==> config.mk <==
export PLATFORM = sky130hd
export DESIGN_NAME = dice_display_driver
export DESIGN_NICKNAME = d
export VERILOG_FILES = /design/src/rtl/dice_pkg.sv /design/src/rtl/seg7_encode.sv /design/src/rtl/dice_display_driver.sv
export SDC_FILE = /design/constraint.sdc
export NUM_CORES = 1
export LEC_CHECK = 0
export ABC_AREA = 1
export ABC_CLOCK_PERIOD_IN_PS = 5400
export CAP_MARGIN = 20
export CORE_MARGIN = 1
export CORE_UTILIZATION = 25
export DETAILED_ROUTE_END_ITERATION = 10
export HOLD_SLACK_MARGIN = 0.02
export PLACE_DENSITY = 0.51
export SETUP_SLACK_MARGIN = 0.15
export SYNTH_ARGS = -nofsm -noshare
export SYNTH_HDL_FRONTEND = slang
export SYNTH_SLANG_ARGS = --single-unit
==> constraint.sdc <==
create_clock -name clk -period 5.4 [get_ports clk]
set_input_delay 1.62 -clock clk [delete_from_list [all_inputs] [get_ports clk]]
set_output_delay 1.62 -clock clk [all_outputs]
set_load 0.005 [all_outputs]
==> src/rtl/dice_pkg.sv <==
// Shared constants for the dice roller: die limits, display FSM encodings,
// seven-segment digit patterns (gfedcba, active-high) and range helpers.
package dice_pkg;

  localparam logic [4:0] D6_MAX  = 5'd6;
  localparam logic [4:0] D20_MAX = 5'd20;

  typedef enum logic [1:0] {
    BLANK = 2'b00,
    SPIN  = 2'b01,
    SHOW  = 2'b10
  } disp_state_e;

  localparam logic [6:0] SEG_0 = 7'h3F;
  localparam logic [6:0] SEG_1 = 7'h06;
  localparam logic [6:0] SEG_2 = 7'h5B;
  localparam logic [6:0] SEG_3 = 7'h4F;
  localparam logic [6:0] SEG_4 = 7'h66;
  localparam logic [6:0] SEG_5 = 7'h6D;
  localparam logic [6:0] SEG_6 = 7'h7D;
  localparam logic [6:0] SEG_7 = 7'h07;
  localparam logic [6:0] SEG_8 = 7'h7F;
  localparam logic [6:0] SEG_9 = 7'h6F;

  // Highest face of the selected die (d20 when the mode bit is set).
  function automatic logic [4:0] die_max(input logic d20);
    return d20 ? D20_MAX : D6_MAX;
  endfunction

  // A roll is legal when it lies in 1..max for the selected die.
  function automatic logic value_in_range(input logic [4:0] v, input logic d20);
    return (v != 5'd0) && (v <= die_max(d20));
  endfunction

endpackage

==> src/rtl/seg7_encode.sv <==
// Combinational decimal digit to seven-segment (gfedcba) encoder with a
// blanking input that darkens the digit regardless of its value.
module seg7_encode
  import dice_pkg::*;
(
  input  logic [3:0] digit,
  input  logic       blank,
  output logic [6:0] seg
);

  logic [6:0] pattern_s;

  // Look up the segment pattern for a decimal digit; non-decimal codes stay dark
  always_comb begin
    pattern_s = 7'h00;
    case (digit)
      4'd0:    pattern_s = SEG_0;
      4'd1:    pattern_s = SEG_1;
      4'd2:    pattern_s = SEG_2;
      4'd3:    pattern_s = SEG_3;
      4'd4:    pattern_s = SEG_4;
      4'd5:    pattern_s = SEG_5;
      4'd6:    pattern_s = SEG_6;
      4'd7:    pattern_s = SEG_7;
      4'd8:    pattern_s = SEG_8;
      4'd9:    pattern_s = SEG_9;
      default: pattern_s = 7'h00;
    endcase
  end

  // Apply blanking on top of the looked-up pattern
  always_comb begin
    seg = 7'h00;
    if (blank) begin
      seg = 7'h00;
    end else begin
      seg = pattern_s;
    end
  end

endmodule

==> src/rtl/dice_display_driver.sv <==
// Display stage for the dice roller: accepts in-range rolls, plays a short
// spin animation, then shows the held roll on a two-digit multiplexed
// seven-segment display with leading-zero blanking and a critical-roll flag.
// All outputs are registered from next-state values so that dig_en and seg
// always change together on the same edge.
module dice_display_driver
  import dice_pkg::*;
#(
  parameter int REFRESH_DIV = 1024,
  parameter int SPIN_CYCLES = 4096,
  parameter int SPIN_STEP   = 256
) (
  input  logic       clk,
  input  logic       rst_n,
  input  logic [4:0] value_in,
  input  logic       value_valid,
  input  logic       twty_mode,
  output logic [6:0] seg,
  output logic [1:0] dig_en,
  output logic       busy,
  output logic       crit
);

  localparam int REF_W  = (REFRESH_DIV > 1) ? $clog2(REFRESH_DIV) : 1;
  localparam int SPIN_W = (SPIN_CYCLES > 1) ? $clog2(SPIN_CYCLES) : 1;
  localparam int STEP_W = (SPIN_STEP > 1)   ? $clog2(SPIN_STEP)   : 1;

  localparam logic [REF_W-1:0]  REF_LAST  = REF_W'(REFRESH_DIV - 1);
  localparam logic [SPIN_W-1:0] SPIN_LOAD = SPIN_W'(SPIN_CYCLES - 1);
  localparam logic [STEP_W-1:0] STEP_LAST = STEP_W'(SPIN_STEP - 1);

  // State and datapath registers
  disp_state_e       state_r;
  logic [4:0]        held_r;
  logic              mode_r;
  logic [SPIN_W-1:0] spin_cnt_r;
  logic [STEP_W-1:0] step_cnt_r;
  logic [4:0]        spin_val_r;
  logic [REF_W-1:0]  refresh_cnt_r;
  logic              sel_r;

  // Registered outputs
  logic [6:0]        seg_r;
  logic [1:0]        dig_en_r;
  logic              busy_r;
  logic              crit_r;

  // Next-state values
  logic              accept_s;
  disp_state_e       state_nx_s;
  logic [4:0]        held_nx_s;
  logic              mode_nx_s;
  logic [SPIN_W-1:0] spin_cnt_nx_s;
  logic [STEP_W-1:0] step_cnt_nx_s;
  logic [4:0]        spin_val_nx_s;
  logic [REF_W-1:0]  refresh_cnt_nx_s;
  logic              sel_nx_s;

  // Display datapath
  logic [4:0]        disp_val_s;
  logic [1:0]        tens_s;
  logic [3:0]        ones_s;
  logic [3:0]        digit_s;
  logic              blank_s;
  logic              active_s;
  logic [6:0]        seg_nx_s;
  logic [1:0]        dig_en_nx_s;
  logic              busy_nx_s;
  logic              crit_nx_s;

  // FSM next state, accept handling and spin animation counters
  always_comb begin
    accept_s      = value_valid && value_in_range(value_in, twty_mode);
    state_nx_s    = state_r;
    held_nx_s     = held_r;
    mode_nx_s     = mode_r;
    spin_cnt_nx_s = spin_cnt_r;
    step_cnt_nx_s = step_cnt_r;
    spin_val_nx_s = spin_val_r;
    if (accept_s) begin
      // An accept always wins, including on the last spin cycle
      state_nx_s    = SPIN;
      held_nx_s     = value_in;
      mode_nx_s     = twty_mode;
      spin_cnt_nx_s = SPIN_LOAD;
      step_cnt_nx_s = '0;
      spin_val_nx_s = 5'd1;
    end else begin
      case (state_r)
        BLANK: begin
          state_nx_s = BLANK;
        end
        SPIN: begin
          if (spin_cnt_r == '0) begin
            state_nx_s = SHOW;
          end else begin
            state_nx_s    = SPIN;
            spin_cnt_nx_s = spin_cnt_r - SPIN_W'(1);
          end
          if (step_cnt_r == STEP_LAST) begin
            step_cnt_nx_s = '0;
            if (spin_val_r >= die_max(mode_r)) begin
              spin_val_nx_s = 5'd1;
            end else begin
              spin_val_nx_s = spin_val_r + 5'd1;
            end
          end else begin
            step_cnt_nx_s = step_cnt_r + STEP_W'(1);
          end
        end
        SHOW: begin
          state_nx_s = SHOW;
        end
        default: begin
          state_nx_s = BLANK;
        end
      endcase
    end
  end

  // Refresh divider that toggles the digit select on every wrap
  always_comb begin
    refresh_cnt_nx_s = refresh_cnt_r;
    sel_nx_s         = sel_r;
    if (refresh_cnt_r == REF_LAST) begin
      refresh_cnt_nx_s = '0;
      sel_nx_s         = ~sel_r;
    end else begin
      refresh_cnt_nx_s = refresh_cnt_r + REF_W'(1);
      sel_nx_s         = sel_r;
    end
  end

  // Pick the value shown next: animation value while spinning, held roll after
  always_comb begin
    disp_val_s = 5'd0;
    case (state_nx_s)
      SPIN:    disp_val_s = spin_val_nx_s;
      SHOW:    disp_val_s = held_nx_s;
      default: disp_val_s = 5'd0;
    endcase
  end

  // Split the displayed value (at most 20) into tens and ones digits
  always_comb begin
    tens_s = 2'd0;
    ones_s = 4'd0;
    if (disp_val_s >= 5'd20) begin
      tens_s = 2'd2;
      ones_s = 4'(disp_val_s - 5'd20);
    end else if (disp_val_s >= 5'd10) begin
      tens_s = 2'd1;
      ones_s = 4'(disp_val_s - 5'd10);
    end else begin
      tens_s = 2'd0;
      ones_s = 4'(disp_val_s);
    end
  end

  // Choose the digit for the next enabled position and the status flags
  always_comb begin
    active_s    = (state_nx_s != BLANK);
    digit_s     = ones_s;
    blank_s     = ~active_s;
    dig_en_nx_s = 2'b00;
    if (sel_nx_s) begin
      digit_s = {2'b00, tens_s};
      blank_s = ~active_s || (tens_s == 2'd0);
    end else begin
      digit_s = ones_s;
      blank_s = ~active_s;
    end
    if (active_s) begin
      dig_en_nx_s = sel_nx_s ? 2'b10 : 2'b01;
    end else begin
      dig_en_nx_s = 2'b00;
    end
    busy_nx_s = (state_nx_s == SPIN);
    crit_nx_s = (state_nx_s == SHOW) && (held_nx_s == die_max(mode_nx_s));
  end

  seg7_encode u_seg7 (
    .digit (digit_s),
    .blank (blank_s),
    .seg   (seg_nx_s)
  );

  // FSM, counters and held roll registers
  always_ff @(posedge clk or negedge rst_n) begin
    if (!rst_n) begin
      state_r       <= BLANK;
      held_r        <= 5'd0;
      mode_r        <= 1'b0;
      spin_cnt_r    <= '0;
      step_cnt_r    <= '0;
      spin_val_r    <= 5'd0;
      refresh_cnt_r <= '0;
      sel_r         <= 1'b0;
    end else begin
      state_r       <= state_nx_s;
      held_r        <= held_nx_s;
      mode_r        <= mode_nx_s;
      spin_cnt_r    <= spin_cnt_nx_s;
      step_cnt_r    <= step_cnt_nx_s;
      spin_val_r    <= spin_val_nx_s;
      refresh_cnt_r <= refresh_cnt_nx_s;
      sel_r         <= sel_nx_s;
    end
  end

  // Output registers, loaded from next-state values so digit and segments align
  always_ff @(posedge clk or negedge rst_n) begin
    if (!rst_n) begin
      seg_r    <= 7'h00;
      dig_en_r <= 2'b00;
      busy_r   <= 1'b0;
      crit_r   <= 1'b0;
    end else begin
      seg_r    <= seg_nx_s;
      dig_en_r <= dig_en_nx_s;
      busy_r   <= busy_nx_s;
      crit_r   <= crit_nx_s;
    end
  end

  assign seg    = seg_r;
  assign dig_en = dig_en_r;
  assign busy   = busy_r;
  assign crit   = crit_r;

endmodule

======== Yosys cells after proc, flatten, opt, wreduce, memory -nomap -nowiden ========
Memory sizes are Yosys's and may differ from the RTL's.
Index checks and enable logic that the tools add are counted.
operators by class
  divide/modulo/power cells ............... 0
  multipliers ............................. 0
  equality and inequality tests ........... 8
  reductions and logical operators ........ 10
  bitwise operators ....................... 2
  $add $sub $neg .......................... 6
  shift-type cells ........................ 0
  mux-type cells .......................... 30
  order comparisons ....................... 4
operators by type and width
  operator                                                                number
  5-bit 2-to-1 mux                                                        8
  12-bit 2-to-1 mux                                                       3
  8-bit 2-to-1 mux                                                        3
  12-bit logical NOT                                                      1
  4-bit 2-to-1 mux                                                        3
  12-bit by 1-bit subtractor with 12-bit output (second input constant)   1
  10-bit by 1-bit adder with 10-bit output (second input constant)        1
  10-bit equality test (second input constant)                            1
  10-bit 2-to-1 mux                                                       1
  2-bit 2-to-1 mux                                                        5
  5-bit case mux with 2 select lines                                      1
  8-bit by 1-bit adder with 8-bit output (second input constant)          1
  8-bit equality test (second input constant)                             1
  7-bit 2-to-1 mux                                                        1
  5-bit by 1-bit adder with 5-bit output (second input constant)          1
  5-bit equality test                                                     1
  5-bit by 4-bit >= comparator with 1-bit output (second input constant)  1
  5-bit >= comparator                                                     1
  5-bit >= comparator (second input constant)                             1
  5-bit <= comparator                                                     1
  5-bit nonzero test                                                      1
  2-bit by 1-bit equality test with 1-bit output (second input constant)  2
  2-bit equality test (second input constant)                             2
  1-bit 2-to-1 mux                                                        4
  10 further kinds                                                        14
word-level totals
  memories ................................ 1
  bits of input ports ..................... 9
  latch bits .............................. 0
  flip-flop bits (word level) ............. 55
  logic and storage cells ................. 73
  output and inout bits ................... 11
  memory bits (read-only) ................. 112
  memory bits (writable) .................. 0
memory list
  name             words  bits a word  read ports  clocked after memory_dff  write ports  line               RTL
  (no name shown)  16     7            1           0                         0            seg7_encode.sv:16  case (digit)

======== Logic depth before layout (Yosys ltp) ========
Gate-level depths: netlist (run 1).
  word-level depth ........................ 14
  mapped depth ............................ 33

======== By module ========
From an unflattened synthesis (run 1), not the netlist that was laid out.
second synthesis, totals
  cell total of the unflattened synthesis .. 389
  area, all modules ....................... 3,183.1 um^2
modules (own cells, without submodules)
  module               times used  cells each  area an instance (um^2)
  dice_display_driver  1           353         2,992.9
  seg7_encode          1           36          190.2

======== Worst setup path after synthesis (run 1) ========
No wires, ideal clock.
  path kind ............................... input to register
  from .................................... in twty_mode
  to ...................................... reg seg_r[3] (netlist: seg[3])
  stages .................................. 25
  required time ........................... 5,282 ps
  data arrival time ....................... 4,605 ps
  path buffers ............................ 2
  setup slack ............................. 677 ps
  setup time .............................. 118 ps
  cell sequence ........................... inv_1 -> ha_1 -> nand2_1 -> nand3b_1 -> nand2_2 -> nand2_4 -> buf_12 -> buf_6 -> nand2_4 -> inv_2 -> ha_1 -> nand2_1 -> ha_1 -> inv_1 -> nand3_2 -> nand4_1 -> nand3_1 -> nand2_4 -> inv_1 -> ha_1 -> inv_1 -> nand3_1 -> nand2_1 -> nor2_1 -> nor2_2
between the ends
  cells in the longest elaborated chain, start to end .. 14
  elaborated cells between the ends (all ways) .. 26
ends and longest elaborated chain
  item                                                            line                        RTL
  start, declared                                                 dice_display_driver.sv:17   input logic twty_mode,
  5-bit 2-to-1 mux *                                              dice_pkg.sv:27              return d20 ? D20_MAX : D6_MAX;
  5-bit <= comparator *                                           dice_pkg.sv:32              return (v != 5'd0) && (v <= die_max(d20));
  1-bit logical AND *                                             dice_pkg.sv:32
  1-bit logical AND *                                             dice_display_driver.sv:73   accept_s = value_valid && value_in_range(value_in, twty_mode);
  2-bit 2-to-1 mux *                                              dice_display_driver.sv:80   if (accept_s) begin
  net state_nx_s[0]                                               dice_display_driver.sv:50   disp_state_e state_nx_s;
  branches (longest 8 deep; another with memory read 16 x 7 bit)  n/a
  7-bit 2-to-1 mux *                                              seg7_encode.sv:34           if (blank) begin
  net seg_nx_s[3]                                                 dice_display_driver.sv:66   logic [6:0] seg_nx_s;
  end signal, assigned                                            dice_display_driver.sv:219  seg_r <= seg_nx_s;
  end, declared                                                   dice_display_driver.sv:43   logic [6:0] seg_r;
Mark *: on every way through the listed nets, which the timed path passes.
A chain may end at the register's enable or synchronous reset.

======== Final worst setup path (run 1) ========
Ends and elaborated chain as after synthesis.

==> metrics.md, run 1 <==
| Metric | Value |
|---|---|
| Die Area | 14,100 um2 |
| Mapped cell area | 3400 um2 |
| Top-area cell type share of the netlist area | 40.5% |
| Core area | 13,200 um2 |
| Most frequent cells in the layout | nand2_1, inv_1, dfrtp_1 |
| Final Hold Fails | 0 |
| CP endpoint kind | register |
| Post-DR wirelength/cell | roughly 10 um |
| Fin. max-slew vios | 0 |
| Area grow syn2layout | 19.2% |
| Tot GR Track Use | 10.1% |
| Drt pass-1 iters | 4 |
| Root Buffer | clkbuf_16 |
| First-pass GRT wire length | 11,600 um |
| CP Launch Type | primary input |
| I/O pins | 20 |
| Power Dens Cells | 248 nW/um2 |
| Maxcap violations | 0 |
| CTS clk-pin slew, worst paths | roughly 0.070 ns |
| Leak pwr | 2.02 nW |
| Worst r2r src | spin_cnt_r[0] |
| TritonCTS clock tree | yes |
| GR Util met3 | under 10% |
| Post-DP HPWL | 5150 um |
| Antenna Violating Nets Remaining | 0 |
| DR vias/cell | around 4.2 |
| Placement Rows | 42 |
| Worst Tran Pin Value | 0.633 ns |
| Post-synthesis sequential area ratio | 40.5% |
| CTS Sinks | 55 |
| Place WS | 0.0572 ns |
| Share of layout cells above drive strength 1 | 19.1% |
| Drc violations | 0 |
| Area leader, netlist | dfrtp_1 |
| Max incr delay on CP | about 0.48 ns |
| Largest net degree at the start of global routing | 48 |
| Synth warn | 0 |
| Die height | 119 um |
| Number of inserted diodes | 0 |
| Top Usage Layer GRT | met2 |
| RSZ-0062 raised after global routing | no |
| R2R depth | 27 |
| Avg Inst Size Synth | 8.07 um2 |
| Skew-Pair Late Insertion Delay | 0.30 ns |
| Critical path required time | 5.59 ns |
| RR Endpoint | seg[3] |
| Initial Utilization | 25.7% |
| Crit-path max FO | 6 |
| Reg2reg setup slack | approximately 1.9 ns |
| Hold Slack | 0.495 ns |
| CTS H-tree lvls | 2 |
| Worst hold-check path type | reg -> reg |
| Synth area leaders | dfrtp_1, nand2_1, ha_1, inv_1, nor2_1 |
| CTS Buf Count | 5 |
| Mapped Nets | 450 |
| Commonest non-fill, non-tap cell in the layout | nand2_1 |
| Slew HR | 56.7% |
| CP arrival | 5.15 ns |
| Post-synthesis register bit count | 55 |
| Clock skew | 0.00710 ns |
| Utilization after layout | 30.6% |
| Total Wirelength | around 6600 um |
| IO buf count | 19 |
| Filler instances | approximately 1,400 |
| Initial antenna violation count | 0 |
| Total negative slack | 0 ns |
| Highest-delay cell along the critical path | clkdlybuf4s50_1 |
| Worst vdd ir | between 0.1 and 0.15 mV |
| Outcome | finished clean |
| Max frequency | slightly above 200 MHz |
| Iter 0 DRT Violations | 95 |
| GRT met2 Usage | 18.0% |
| Clk buf depth | 2 |
| Unique masters post-synth | 40 |
| Vias in the first global route | 2,589 |
| CP Capture Point | seg[3] |
| Routability cong. | just under 0.8 |
| GR Overflow Total | 0 |
| Crit path from | twty_mode |
| Setup-failing EPs final | 0 |
| Final Worst Setup Slack | 0.437 ns |
| Min cycle time layout | 4.96 ns |
| Period utilization | 91.9% |
| Setup CP Type | in -> reg |
| CP most frequent cell | inv_1 |
| Met1 usage | 12.0% |
| Die W | roughly 120 um |
| Via count | 2,653 |
| Layout Nets | slightly below 500 |
| Cell count after synthesis | 421 |
-- state kept, by name, summed over array words and instances (netlist names), 2 cells and up --
register,count
spin_cnt_r,12
refresh_cnt_r,10
step_cnt_r,8
seg,7
held_r,5
spin_val_r,5
dig_en,2
state_r,2
-- where the power goes --
part           internal [W]  switching (W)  total [W]
Sequential         0.000444      0.0000228   0.000467
Clock              0.000266       0.000144   0.000410
Combinational     0.0000488      0.0000765   0.000125
-- what timing repair did --
action,in CTS,in global routing
resized for setup,0,6
setup buffers,0,3
hold buffers,0,0
setup endpoints to repair,0,2
-- critical path: cells and delay by family --
kind	cells	cell delay (ns)
adders and majority gates	4	0.97
buffers and inverters	8	0.88
and+or+nand+nor	20	1.66
-- cell families after synthesis --
kind of cell	synth area share (%)
DFF	40.5
buffers and inverters	9.87
AOI/OAI and AO/OA	8.88
and+or+nand+nor	31.3
xor gates and xnor gates	2.03
adders and majority gates	7.37
-- layout make-up --
class                   instances  area [um2]  share of cell area [%]
clock buffers                   6         129                    3.18
clock inverters                 2        60.1                    1.48
inverters                      78         300                    7.42
multi-input cells             285        1700                    42.0
flip-flops and latches         55        1380                    34.0
well taps                     176         220                    5.44
repair buffers                 29         263                    6.49
-- cells in the mapped netlist (all sizes together) --
cell     number
nand2        98
inv          75
dfrtp        55
nor2         53
nand3        35
o21ai        23
a21oi        21
ha           20
nand4         8
nor3          8
xnor2         4
clkinv        3
xor2          3
and3          2
buf           2
nand3b        2
or2           2
a2111oi       1
a211oi        1
a41oi         1
clkbuf        1
o211ai        1
o21a          1
o21bai        1
-- stage by stage --
step / power (W) / instances / cell area (um2)
finish: 0.00100 / 631 / 4050
global route: 0.00106 / 631 / 4050
CTS: 0.00102 / 628 / 4010
detailed placement: 0.000599 / 620 / 3820
global placement: 0.000595 / 620 / 3820
floorplan: 0.000561 / 421 / 3400
-- routing by layer --
metal | share of wire [%] | vias to the layer above | wire length, um
li1 | - | 1393 | -
met4 | 1.4 | 0 | 92
met1 | 47 | 1240 | 3070
met5 | 0 | - | 0
met2 | 50 | 13 | 3310
met3 | 1.4 | 7 | 95
-- worst min-delay path by stage --
stage                           from          endpoint  slack (ns)  depth (start not counted)
floorplan           refresh_cnt_r[9]  refresh_cnt_r[9]        0.46                          1
global placement    refresh_cnt_r[9]  refresh_cnt_r[9]        0.48                          1
detailed placement  refresh_cnt_r[2]  refresh_cnt_r[2]        0.49                          1
CTS                 refresh_cnt_r[2]  refresh_cnt_r[2]        0.50                          1
global route        refresh_cnt_r[9]  refresh_cnt_r[9]        0.52                          1
finish              refresh_cnt_r[2]  refresh_cnt_r[2]        0.49                          1
(Power assumes the default switching activity.)
==> inputs of run 2 (changes only) <==
SLEW_MARGIN = 20   (was unset)
==> results of run 2 <==
The final DEF is identical to that of run 1; final timing and power are the same.
==> inputs of run 3 (changes only) <==
RECOVER_POWER = 100   (was unset)
==> metrics.md, run 3 (same netlist as run 1, synthesis figures left out) <==
| Metric | Value |
|---|---|
| Antenna Violating Nets Remaining | 0 (unchanged) |
| Maxcap violations | 1 (+1) |
| Die Area | 14,100 um2 (unchanged) |
| Fin. max-slew vios | 48 (+48) |
| CP Launch Type | primary input |
| Tot GR Track Use | 10.1% (unchanged) |
| Power Dens Cells | 250 nW/um2 (+1.1%) |
| Routability cong. | 0.786 (unchanged) |
| CP endpoint kind | register |
| CP delay by family, top | simple AND/OR/NAND/NOR gates |
| Drc violations | 0 (unchanged) |
| M1 wire length | 3060 um (-0.23%) |
| Post-DR wirelength/cell | 10.4 um (-0.12%) |
| CTS Sinks | 55 (unchanged) |
| Worst vdd ir | 0.132 mV (+0.12%) |
| Most frequent cells in the layout | nand2_1, inv_1, dfrtp_1 |
| Top sig layer | met4 |
| Final Total Pwr | 0.00100 W (-0.15%) |
| Utilization after layout | 30.2% (-0.39 points) |
| Commonest non-fill, non-tap cell in the layout | nand2_1 |
| Total negative slack | 0 ns (unchanged) |
| Core area | 13,200 um2 (unchanged) |
| Final Hold Fails | 0 (unchanged) |
| Placement Rows | 42 (unchanged) |
| Die W | 119 um (unchanged) |
| Outcome | finished, violations left |
| Share of layout cells above drive strength 1 | 15.8% (-3.3 points) |
| Critical path required time | 5.59 ns (about the same) |
| Hold Slack | 0.497 ns (+0.00223 ns) |
| Total Wirelength | 6560 um (-0.12%) |
| First-pass GRT wire length | 11,600 um (unchanged) |
| CTS Buf Count | 5 (unchanged) |
| Max frequency | 199 MHz (-1.2%) |
| Setup CP Type | in -> reg |
| CTS clk-pin slew, worst paths | 0.07 ns (about the same) |
| Die height | 119 um (unchanged) |
| I/O pins | 20 (unchanged) |
| GR Overflow Total | 0 (unchanged) |
| Initial Utilization | 25.7% (unchanged) |
| Failing checks | max-capacitance violations, max-slew violations |
| Crit-path max FO | 6 (unchanged) |
| Layout Nets | 483 (unchanged) |
| Filler instances | 1,445 (+0.84%) |
| Highest-delay cell along the critical path | clkdlybuf4s50_1 |
| Largest register by flop count | spin_cnt_r |
| Iter 0 DRT Violations | 97 (+2.1%) |
| Clock skew | 0.00721 ns (+0.000101 ns) |
| Top flop regs | spin_cnt_r (12), refresh_cnt_r (10), step_cnt_r (8) |
| Via count | 2,662 (+0.34%) |
| Setup-failing EPs final | 0 (unchanged) |
| Skew-Pair Late Insertion Delay | 0.30 ns (about the same) |
| CP arrival | 5.21 ns (+0.06 ns) |
| Number of inserted diodes | 0 (unchanged) |
| Max incr delay on CP | 0.48 ns (about the same) |
| Leak pwr | 2.02 nW (about the same) |
| Area grow syn2layout | 17.7% |
| Area of the multi-input gates | 1660 um2 (-2.3%) |
| RSZ-0062 raised after global routing | no |
| Area post-placement | 3820 um2 (unchanged) |
| Clk buf depth | 2 (unchanged) |
| Min cycle time layout | 5.02 ns (+0.0616 ns) |
| DR vias/cell | 4.22 (+0.34%) |
| Drt pass-1 iters | 4 (unchanged) |
| Root Buffer | clkbuf_16 |
| CTS H-tree lvls | 2 (unchanged) |
| Initial antenna violation count | 0 (unchanged) |
| IO buf count | 19 (unchanged) |
| Buf+Inv Stages, Crit Path | 8 (unchanged) |
| Worst hold-check path type | reg -> reg |
| TritonCTS clock tree | yes |
| Vias in the first global route | 2,589 (unchanged) |
| FF/Latch Area | 1380 um2 (unchanged) |
| Max reg flops | 12 (unchanged) |
| Post-DP HPWL | 5150 um (unchanged) |
| Worst Tran Pin Value | 2.57 ns (+1.94 ns) |
| Period utilization | 93.1% (+1.1 points) |
| Slew HR | -71.6% (-130 points) |
| Finished Cell Area | 4000 um2 (-1.3%) |
| Met2 WL | 3290 um (-0.57%) |
| Met3 Wirelength | 109 um (+15%) |
| Largest net degree at the start of global routing | 48 (unchanged) |
run 3: area by class of cell:
cell class | instances | share of cell area, %
inverter | 78 | 7.51
sequential | 55 | 34.4
timing repair buffer | 29 | 6.26
clock buffer | 6 | 3.22
tap | 176 | 5.51
clock inverter | 2 | 1.50
multi-input combinational | 285 | 41.6
run 3: worst paths after layout:
path / from / end / slack (ns) / cells past startpoint
setup / recovery: twty_mode / seg[3] / 0.38 / 32
hold / removal: refresh_cnt_r[2] / refresh_cnt_r[2] / 0.50 / 1
setup reg to reg: spin_cnt_r[0] / seg[3] / 1.74 / 27
hold reg to reg: refresh_cnt_r[2] / refresh_cnt_r[2] / 0.50 / 1
max in group asynchronous: rst_n / dig_en[1] / 1.37 / 2
min in group asynchronous: rst_n / spin_val_r[3] / 1.25 / 1
run 3: metrics by stage:
stage,instances,setup WS [ns]
CTS,628,0.358
detailed placement,620,0.0572
finish,631,0.375
global route,631,0.0899
global placement,620,0.149
floorplan,421,0.677
run 3: repair_timing:
item,CTS,global route
buffers inserted,0,3
endpoints found under the setup margin,0,2
resized for setup,0,6
hold buffers,0,0
run 3: per-layer routing:
| metal | vias up | global-route usage, % |
|---|---|---|
| met5 | - | 0 |
| met4 | 0 | 3.72 |
| met3 | 8 | 1.79 |
| met2 | 21 | 18.0 |
| met1 | 1239 | 12.0 |
| li1 | 1394 | - |
run 3: worst register-to-register path, stage by stage (launching register included):
cell,delay [ns]
dfrtp_1,0.37
inv_1,0.10
ha_1,0.20
nand3_1,0.09
nor3_1,0.20
nand3_1,0.15
nand2_1,0.18
nand2_4,0.11
inv_1,0.14
ha_1,0.22
nand3_2,0.10
nand2_2,0.10
nand2_2,0.07
ha_1,0.20
inv_1,0.07
nor2_2,0.04
nand2_1,0.11
nand4_1,0.13
nand2_1,0.15
nand2_2,0.07
nand2_4,0.08
inv_1,0.06
ha_1,0.27
inv_1,0.04
nand3_1,0.09
nand2_1,0.05
nor2_1,0.11
nor2_2,0.05
run 3: where the power goes:
part	total (W)	internal (W)	switching [W]	leakage (nW)
clock network	0.000411	0.000266	0.000145	0.0911
registers	0.000467	0.000444	0.0000228	0.645
logic	0.000123	0.0000469	0.0000757	1.29
